==> config.mk <==
export PLATFORM = sky130hd
export DESIGN_NAME = ps2_kbd_fifo_flat
export DESIGN_NICKNAME = d
export VERILOG_FILES = /design/src/rtl/ps2_kbd_fifo_if.sv /design/src/rtl/ps2_kbd_fifo.sv /design/src/flat_wrapper.sv
export SDC_FILE = /design/constraint.sdc
export NUM_CORES = 1
export LEC_CHECK = 0
export CELL_PAD_IN_SITES_DETAIL_PLACEMENT = 2
export CELL_PAD_IN_SITES_GLOBAL_PLACEMENT = 2
export CORE_MARGIN = 2
export CORE_UTILIZATION = 35
export CTS_BUF_LIST = sky130_fd_sc_hd__clkbuf_8
export DETAILED_ROUTE_END_ITERATION = 16
export GPL_TIMING_DRIVEN = 0
export PLACE_DENSITY = 0.77
export SLEW_MARGIN = 20
export SYNTH_ARGS = -nofsm -noshare
export SYNTH_HDL_FRONTEND = slang
export SYNTH_SLANG_ARGS = --single-unit
export TNS_END_PERCENT = 1
==> constraint.sdc <==
create_clock -name clk -period 3.95 [get_ports clk]
set_input_delay 1.185 -clock clk [delete_from_list [all_inputs] [get_ports clk]]
set_output_delay 1.185 -clock clk [all_outputs]
set_load 0.01 [all_outputs]
==> src/rtl/ps2_kbd_fifo_if.sv <==
// Keyboard byte strobe and CPU register bus bundle for ps2_kbd_fifo.
interface ps2_kbd_fifo_if;
  logic [7:0]  ps2_kbd_code_i;
  logic        ps2_kbd_strobe_i;
  logic        ps2_kbd_err_i;
  logic        sel_i;
  logic        wr_i;
  logic        addr_i;
  logic [31:0] wdata_i;
  logic [31:0] rdata_o;
  logic        irq_o;

  modport slave (
    input  ps2_kbd_code_i, ps2_kbd_strobe_i, ps2_kbd_err_i,
    input  sel_i, wr_i, addr_i, wdata_i,
    output rdata_o, irq_o
  );

  modport master (
    output ps2_kbd_code_i, ps2_kbd_strobe_i, ps2_kbd_err_i,
    output sel_i, wr_i, addr_i, wdata_i,
    input  rdata_o, irq_o
  );
endinterface

==> src/rtl/ps2_kbd_fifo.sv <==
// PS/2 keyboard input stage: folds E0/F0 prefixes into 10-bit key events,
// queues them in a FIFO and exposes DATA/STATUS registers with a level irq.
module ps2_kbd_fifo #(
  parameter int unsigned DEPTH = 16
) (
  input logic           clk,
  input logic           reset_i,
  ps2_kbd_fifo_if.slave bus
);

  localparam int unsigned PTR_W = (DEPTH > 1) ? $clog2(DEPTH) : 1;
  localparam int unsigned CNT_W = PTR_W + 1;
  localparam int unsigned EV_W  = 10;

  typedef enum logic [1:0] {
    S_IDLE,
    S_EXT,
    S_BRK,
    S_EXT_BRK
  } state_e;

  state_e             state_q, state_d;
  logic [PTR_W-1:0]   wptr_q, wptr_d;
  logic [PTR_W-1:0]   rptr_q, rptr_d;
  logic [CNT_W-1:0]   count_q, count_d;
  logic               ovf_q, ovf_d;
  logic               err_q, err_d;
  logic               irq_q, irq_d;
  logic [31:0]        rdata_q, rdata_d;
  logic [EV_W-1:0]    mem_q [DEPTH];

  logic               push_c, pop_c;
  logic [EV_W-1:0]    event_c;
  logic               full_c, nonempty_c;
  logic               rd_data_c, rd_stat_c, wr_stat_c;
  logic               good_byte_c, err_byte_c, term_byte_c;
  logic               ext_c, brk_c;
  logic               unused_wdata_c;

  assign unused_wdata_c = ^{bus.wdata_i[31:4], bus.wdata_i[1:0]};

  // Decoder, FIFO bookkeeping and register access.
  always_comb begin
    state_d  = state_q;
    wptr_d   = wptr_q;
    rptr_d   = rptr_q;
    count_d  = count_q;
    ovf_d    = ovf_q;
    err_d    = err_q;
    rdata_d  = rdata_q;
    push_c   = 1'b0;
    pop_c    = 1'b0;

    full_c      = (count_q == CNT_W'(DEPTH));
    nonempty_c  = (count_q != '0);
    rd_data_c   = bus.sel_i & ~bus.wr_i & ~bus.addr_i;
    rd_stat_c   = bus.sel_i & ~bus.wr_i &  bus.addr_i;
    wr_stat_c   = bus.sel_i &  bus.wr_i &  bus.addr_i;
    good_byte_c = bus.ps2_kbd_strobe_i & ~bus.ps2_kbd_err_i;
    err_byte_c  = bus.ps2_kbd_strobe_i &  bus.ps2_kbd_err_i;
    term_byte_c = good_byte_c & (bus.ps2_kbd_code_i != 8'hE0)
                              & (bus.ps2_kbd_code_i != 8'hF0);
    ext_c       = (state_q == S_EXT) || (state_q == S_EXT_BRK);
    brk_c       = (state_q == S_BRK) || (state_q == S_EXT_BRK);
    event_c     = {ext_c, brk_c, bus.ps2_kbd_code_i};

    if (err_byte_c) begin
      state_d = S_IDLE;
    end else if (good_byte_c) begin
      case (bus.ps2_kbd_code_i)
        8'hE0: state_d = brk_c ? S_EXT_BRK : S_EXT;
        8'hF0: state_d = ext_c ? S_EXT_BRK : S_BRK;
        default: state_d = S_IDLE;
      endcase
    end

    if (rd_data_c) begin
      if (nonempty_c) begin
        pop_c   = 1'b1;
        rdata_d = {21'b0, 1'b1, mem_q[rptr_q]};
      end else begin
        rdata_d = 32'h0;
      end
    end else if (rd_stat_c) begin
      rdata_d = {16'b0, 8'(count_q), 4'b0, err_q, ovf_q, full_c, nonempty_c};
    end

    // A pop in the same cycle frees the slot for a push into a full FIFO.
    if (term_byte_c) begin
      if (!full_c || pop_c) begin
        push_c = 1'b1;
      end else begin
        ovf_d = 1'b1;
      end
    end

    if (wr_stat_c && bus.wdata_i[2] && !(term_byte_c && !push_c)) begin
      ovf_d = 1'b0;
    end
    if (wr_stat_c && bus.wdata_i[3]) begin
      err_d = 1'b0;
    end
    if (err_byte_c) begin
      err_d = 1'b1;
    end

    if (push_c) begin
      wptr_d = wptr_q + PTR_W'(1);
    end
    if (pop_c) begin
      rptr_d = rptr_q + PTR_W'(1);
    end
    count_d = count_q + CNT_W'(push_c) - CNT_W'(pop_c);
    irq_d   = (count_d != '0);
  end

  always_ff @(posedge clk) begin
    if (reset_i) begin
      state_q <= S_IDLE;
      wptr_q  <= '0;
      rptr_q  <= '0;
      count_q <= '0;
      ovf_q   <= 1'b0;
      err_q   <= 1'b0;
      irq_q   <= 1'b0;
      rdata_q <= 32'h0;
    end else begin
      state_q <= state_d;
      wptr_q  <= wptr_d;
      rptr_q  <= rptr_d;
      count_q <= count_d;
      ovf_q   <= ovf_d;
      err_q   <= err_d;
      irq_q   <= irq_d;
      rdata_q <= rdata_d;
    end
  end

  // Storage needs no reset; the pointers define which entries are live.
  always_ff @(posedge clk) begin
    if (!reset_i && push_c) begin
      mem_q[wptr_q] <= event_c;
    end
  end

  assign bus.rdata_o = rdata_q;
  assign bus.irq_o   = irq_q;

endmodule

==> src/flat_wrapper.sv <==
// flat-port wrapper written by rule: the top's interface ports become plain ports
module ps2_kbd_fifo_flat 
#(
  parameter int unsigned DEPTH = 16
)
  (clk, reset_i, bus_ps2_kbd_code_i, bus_ps2_kbd_strobe_i, bus_ps2_kbd_err_i, bus_sel_i, bus_wr_i, bus_addr_i, bus_wdata_i, bus_rdata_o, bus_irq_o);
  ps2_kbd_fifo_if bus_i ();
  input logic clk;
  input logic reset_i;
  input wire logic [$bits(bus_i.ps2_kbd_code_i)-1:0] bus_ps2_kbd_code_i;
  input wire logic [$bits(bus_i.ps2_kbd_strobe_i)-1:0] bus_ps2_kbd_strobe_i;
  input wire logic [$bits(bus_i.ps2_kbd_err_i)-1:0] bus_ps2_kbd_err_i;
  input wire logic [$bits(bus_i.sel_i)-1:0] bus_sel_i;
  input wire logic [$bits(bus_i.wr_i)-1:0] bus_wr_i;
  input wire logic [$bits(bus_i.addr_i)-1:0] bus_addr_i;
  input wire logic [$bits(bus_i.wdata_i)-1:0] bus_wdata_i;
  output wire logic [$bits(bus_i.rdata_o)-1:0] bus_rdata_o;
  output wire logic [$bits(bus_i.irq_o)-1:0] bus_irq_o;
  assign bus_i.ps2_kbd_code_i = bus_ps2_kbd_code_i;
  assign bus_i.ps2_kbd_strobe_i = bus_ps2_kbd_strobe_i;
  assign bus_i.ps2_kbd_err_i = bus_ps2_kbd_err_i;
  assign bus_i.sel_i = bus_sel_i;
  assign bus_i.wr_i = bus_wr_i;
  assign bus_i.addr_i = bus_addr_i;
  assign bus_i.wdata_i = bus_wdata_i;
  assign bus_rdata_o = bus_i.rdata_o;
  assign bus_irq_o = bus_i.irq_o;
  ps2_kbd_fifo #(.DEPTH(DEPTH)) u_core (.clk(clk), .reset_i(reset_i), .bus(bus_i));
endmodule
# After elaboration in Yosys (flattened, before gate mapping)
# Memories as Yosys holds them, arrays and structs flattened. A register that Yosys moved wholly into a read port is not among the register bits.
# Index checks and enable logic that the tools add are counted.
# classes
bitwise,13
n_eq_ne,8
n_reduce_logical,19
n_mux,16
add_sub_neg,4
# ops
cell,n
32-bit two-way mux,2
8-bit == test (second input constant),2
8-bit != test (second input constant),2
11-bit two-way mux,1
5-bit nonzero test,2
1-bit bitwise AND,9
1-bit two-way mux,9
4-bit by 1-bit adder with 4-bit output (second input constant),2
4-bit two-way mux,2
5-bit by 1-bit adder with 5-bit output,1
5-bit == test (second input constant),1
1-bit logical AND,5
5-bit by 1-bit subtractor with 5-bit output,1
2-bit == test (second input constant),2
1-bit logical NOT,4
1-bit NOT,4
2-bit case mux with 2 select lines,1
2-bit nonzero test,2
2-bit OR reduction,2
1-bit logical OR,3
2-bit by 1-bit == test with 1-bit output (second input constant),1
2-bit two-way mux,1
2-bit AND reduction,1
# word_totals
mem_count,1
ff_bits,50
output_inout_bits,33
mem_bits_rw,160
elab_cells,69
# memory_table
name,depth,word_bits,read_ports,rd_ports_with_merged_regs,wr,line,source
u_core.mem_q,16,10,1,1,1,ps2_kbd_fifo.sv:30,logic [EV_W-1:0] mem_q [DEPTH];

# Longest topological paths before layout
# depth
word_depth,12
depth_mapped,12

# Least setup slack after synthesis
# OpenSTA, ideal clock, no wires.
# synth_timing
kind,input-to-reg
from,in bus_wr_i
to,reg u_core.irq_q (netlist: u_core.bus.irq_o)
path_slack_ns,0.573
arrival_time_ns,3.239
stages,11
setup_time_ns,0.138
path_buffers,1
cell_sequence,nand2b_1 > clkbuf_1 > nor3_1 > ha_1 > inv_1 > ha_1 > fa_1 > a21oi_1 > o21bai_1 > xnor2_1 > a41oi_1
# synth_via
elab_chain_len,10
# synth_rtl
element,line,source
from (decl),flat_wrapper.sv:14,input wire logic [$bits(bus_i.wr_i)-1:0] bus_wr_i;
1-bit NOT (*),ps2_kbd_fifo.sv:56,rd_data_c = bus.sel_i & ~bus.wr_i & ~bus.addr_i;
1-bit bitwise AND (*) (2 in series),ps2_kbd_fifo.sv:56,
1-bit two-way mux (*),ps2_kbd_fifo.sv:77,if (rd_data_c) begin
named net u_core.pop_c,ps2_kbd_fifo.sv:32,"logic push_c, pop_c;"
1-bit logical OR,ps2_kbd_fifo.sv:90,if (!full_c || pop_c) begin
1-bit two-way mux,ps2_kbd_fifo.sv:90,
1-bit two-way mux,ps2_kbd_fifo.sv:89,if (term_byte_c) begin
5-bit by 1-bit adder with 5-bit output,ps2_kbd_fifo.sv:113,count_d = count_q + CNT_W'(push_c) - CNT_W'(pop_c);
5-bit by 1-bit subtractor with 5-bit output (*),ps2_kbd_fifo.sv:113,
5-bit nonzero test (*),ps2_kbd_fifo.sv:114,irq_d = (count_d != '0);
to (signal assigned),ps2_kbd_fifo.sv:134,irq_q <= irq_d;
to (decl),ps2_kbd_fifo.sv:28,"logic irq_q, irq_d;"
# Mark *: on every way through the listed nets, which the timed path passes. The rest lies on a longest branch.
# A chain may end at the register's enable or synchronous reset.

# Worst setup path after layout
# layout_timing
from,in bus_ps2_kbd_code_i[7]
to,"mem u_core.mem_q[15][0], enable pin"
# layout_via
elab_chain_len,7
# layout_rtl
element,line,source
from (decl),flat_wrapper.sv:10,input wire logic [$bits(bus_i.ps2_kbd_code_i)-1:0] bus_ps2_kbd_code_i;
8-bit != test,ps2_kbd_fifo.sv:61,term_byte_c = good_byte_c & (bus.ps2_kbd_code_i != 8'hE0)
1-bit bitwise AND,ps2_kbd_fifo.sv:61,
1-bit bitwise AND (*),ps2_kbd_fifo.sv:62,& (bus.ps2_kbd_code_i != 8'hF0);
1-bit two-way mux (*),ps2_kbd_fifo.sv:89,
1-bit logical AND (*),ps2_kbd_fifo.sv:141,if (!reset_i && push_c) begin
1-bit two-way mux (*),ps2_kbd_fifo.sv:141,
1-bit two-way mux (not written as such) (*),ps2_kbd_fifo.sv:142,mem_q[wptr_q] <= event_c;
to (decl),ps2_kbd_fifo.sv:30,
# Every way passes the cells marked *; elsewhere a longest branch is shown, timed or not.

==> qor.yml <==
wl_met2_um: 11200
comb_power_share_pct: 13.8
detail_route.wirelength_um: 21400
proportion_of_layout_cells_with_a_drive_suffix_above_1_pct: 21.8
grt_usage_pct: 18.6
floorplan.die_area_sq_mm: 0.0239
layout.nets: 583
reg2reg_depth: 12
globalRouteOverflowTotal: 0
synth-edff-count: 160
numCtsBuffers: 17
critical_path.slowest_cell: "sky130_fd_sc_hd__clkdlybuf4s50_1"
final_cell_mix: "sky130_fd_sc_hd__edfxtp_1 (160), sky130_fd_sc_hd__mux4_2 (36), sky130_fd_sc_hd__dfxtp_1 (35)"
power.static_leakage_nw: 2.97
timing_hold_violations_final: 0
power.switching_fraction_pct: 26.1
timing.hold.worst.class: "reg -> reg"
chain_of_cells_forming_the_critical_path: "clkdlybuf4s50_1 -> a41o_1 -> or4_1 -> nor2_2"
dp_slack_ns: -0.916
regToRegSetupSlack_ns: 0.64
placement.io_buffers: 29
synth_cell_type_count: 48
final_util_pct: 40.8
ys_async_sr_fraction_pct: 0
finClkSkew_ns: 0.0144
num_clock_sinks: 195
wl_met1_um: 8860
internal_power_mw: 3.10
yosys_most_used_dff: "sky130_fd_sc_hd__edfxtp_1"
vias_post_dr: 4370
hold_slack_ns: 0.471
peak_per_stage_delay_on_the_critical_path_ns: 0.80
final_max_slew_violation_count: 0
finish.instance_area_sq_mm: 0.00916
placeableCoreArea_sq_mm: 0.0224
dr_vias_cell: 5.32
drc: 0
worst_setup_hold_path_clk_slew_ns: 0.10
cts_buffer_depth: 2
nFillCells: 2136
worstPathRequired_ns: 4.07
netlist_instances: 454
yosys_warnings: 0
setup_repair_after_global_routing_missed_its_margin: "no"
met3WireLength_um: 1100
wire_per_inst_um: 26.0
vias_in_the_first_global_route: 4870
mostFrequentLayoutCell: "sky130_fd_sc_hd__edfxtp_1"
tritoncts: "built"
worst_slew_pin_slew_ns: 0.906
clkPwrFrac_pct: 31.1
drt_first_iter_violations: 302
number_of_core_rows: 55
setup_viol: 0
setup.worst_path.class: "in -> reg"
ctsRootBufferMaster: "sky130_fd_sc_hd__clkbuf_8"
ant_nets: 0
worst_ir_drop_vdd_mv: 0.222
timing.final.crit_share_pct: 96.5
detailedRoute.firstPassIterationCount: 4
cts-hold-fix-buffers: 0
insertedDiodeCount: 0
run_status: "completed"
layout.cells.non_filler: 822
timing.critical_path.to_type: "flop"
grt_pass1_wl_um: 31900
critical_path.startpoint_type: "input port"
dpl.cell_count: 790
ys_ff_latch: 195
worst-endpoint-arrival_ns: 3.93
route.top_layer_used: "met4"
place_congestion: 0.808
power_density_mw_per_mm2: 458
clock_insertion_delay_worst_skew_ns: 0.49
seq_area_frac_synth_pct: 69.5
sw_power_mw: 1.09
netlist_area_sq_mm: 0.00792
crit_fanout: 18
ctsHtreeMaxLevel: 4
layout-area-overhead-vs-synth_pct: 15.6
finalPower_mw: 4.20
mean_post_synth_cell_area_sq_um: 17.5
timing.setup.tns_ns: 0
io-pin-count: 80
floorplan.initialDensity_pct: 35.3
fp.dieH_um: 154
relSlewSlack_pct: 39.6
setup_ws_ns: 0.138
hold_path_depth: 2
grt_antenna_before_repair: 0
post-dp-hpwl_um: 14500
seq_power_share_pct: 55.1
period_needed_ns: 3.81
grt_max_degree: 19
die_width_um: 154
drv.max_cap_violation_count: 0
max_freq_mhz: 262
dpl-instance-area_sq_mm: 0.00872
==> area by class of cell <==
class | count | area (sq um) | area share (%)
Sequential cell | 195 | 5510 | 60.1
Multi-Input combinational cell | 223 | 2260 | 24.6
Tap cell | 285 | 357 | 3.89
Timing Repair Buffer | 33 | 342 | 3.73
Buffer | 42 | 264 | 2.88
Clock buffer | 17 | 234 | 2.55
Clock inverter | 15 | 155 | 1.69
Inverter | 12 | 45.0 | 0.492
==> critical path, delay by kind of cell <==
family	cells	cell delay (ns)
AOI/OAI and AO/OA	1	0.54
buffers and inverters	1	0.80
and+or+nand+nor	2	1.38
==> cells by family (layout without fill, tap and decap cells) <==
logic type | count (synthesis) | count (layout) | synth area share [%]
simple gates | 79 | 79 | 5.15
flops | 195 | 195 | 69.5
xor+xnor | 7 | 7 | 0.774
compound gates | 55 | 55 | 4.86
other cells | 1 | 19 | 0.0473
fa+ha+maj | 12 | 12 | 1.99
mux | 51 | 51 | 13.8
buf+inv | 54 | 119 | 3.90
==> registers in the layout, summed over array words and instances (netlist names), named ones only <==
register	cells
u_core.wptr_q	4
u_core.mem_q	160
u_core.bus.rdata_o	13
u_core.err_q	1
u_core.count_q	5
u_core.rptr_q	4
u_core.bus.irq_o	1
u_core.state_q	2
u_core.ovf_q	1
==> power by group through the flow <==
stage          clock network (mW)  registers, mW  logic (mW)
2_1_floorplan                   0           2.35       0.374
3_3_place_gp                    0           2.35       0.546
3_5_place_dp                    0           2.36       0.578
4_1_cts                      1.33           2.31       0.583
5_1_grt                      1.41           2.32       0.634
6_report                     1.31           2.31       0.579
==> cell usage after synthesis, types with 2 or more instances <==
| master | instances | area, sq um |
|---|---|---|
| sky130_fd_sc_hd__edfxtp_1 | 160 | 4800 |
| sky130_fd_sc_hd__mux4_2 | 36 | 811 |
| sky130_fd_sc_hd__dfxtp_1 | 35 | 701 |
| sky130_fd_sc_hd__nor2_1 | 35 | 131 |
| sky130_fd_sc_hd__buf_4 | 19 | 143 |
| sky130_fd_sc_hd__a21oi_1 | 17 | 85.1 |
| sky130_fd_sc_hd__clkbuf_1 | 12 | 45.0 |
| sky130_fd_sc_hd__inv_1 | 12 | 45.0 |
| sky130_fd_sc_hd__ha_1 | 11 | 138 |
| sky130_fd_sc_hd__mux4_1 | 8 | 210 |
| sky130_fd_sc_hd__a211oi_1 | 7 | 52.6 |
| sky130_fd_sc_hd__a22o_1 | 7 | 61.3 |
| sky130_fd_sc_hd__nor2b_1 | 7 | 43.8 |
| sky130_fd_sc_hd__nor3_1 | 7 | 35.0 |
| sky130_fd_sc_hd__xnor2_1 | 7 | 61.3 |
| sky130_fd_sc_hd__mux2i_1 | 6 | 60.1 |
| sky130_fd_sc_hd__buf_1 | 5 | 18.8 |
| sky130_fd_sc_hd__nand2_1 | 5 | 18.8 |
| sky130_fd_sc_hd__nand3_1 | 5 | 25.0 |
| sky130_fd_sc_hd__o21ai_0 | 5 | 25.0 |
| sky130_fd_sc_hd__a32o_1 | 4 | 40.0 |
| sky130_fd_sc_hd__nand2b_1 | 4 | 25.0 |
| sky130_fd_sc_hd__nand4b_1 | 4 | 35.0 |
| sky130_fd_sc_hd__buf_2 | 3 | 15.0 |
| sky130_fd_sc_hd__or4_1 | 3 | 22.5 |
| sky130_fd_sc_hd__a21o_1 | 2 | 15.0 |
| sky130_fd_sc_hd__a22oi_1 | 2 | 15.0 |
| sky130_fd_sc_hd__a41oi_1 | 2 | 17.5 |
| sky130_fd_sc_hd__buf_6 | 2 | 22.5 |
| sky130_fd_sc_hd__nand4_1 | 2 | 12.5 |
| sky130_fd_sc_hd__nor4_1 | 2 | 12.5 |
| sky130_fd_sc_hd__o31ai_1 | 2 | 15.0 |
==> worst paths after layout <==
check / startpoint / endpoint
min: u_core.bus.rdata_o[11] / u_core.bus.rdata_o[11]
max: bus_ps2_kbd_code_i[7] / u_core.mem_q[15][0]
min reg2reg: u_core.bus.rdata_o[11] / u_core.bus.rdata_o[11]
max reg2reg: u_core.count_q[3] / u_core.bus.irq_o
==> per-layer routing <==
| layer | global-route usage (%) | vias up |
|---|---|---|
| li1 | - | 1904 |
| met4 | 5.78 | 0 |
| met5 | 0 | - |
| met3 | 4.15 | 21 |
| met2 | 32.9 | 140 |
| met1 | 22.8 | 2305 |
==> timing repair <==
action / 4_1_cts / 5_1_grt
setup endpoints to repair: 47 / 114
resized for setup: 6 / 7
buffers inserted: 0 / 0
(Power assumes the default switching activity.)
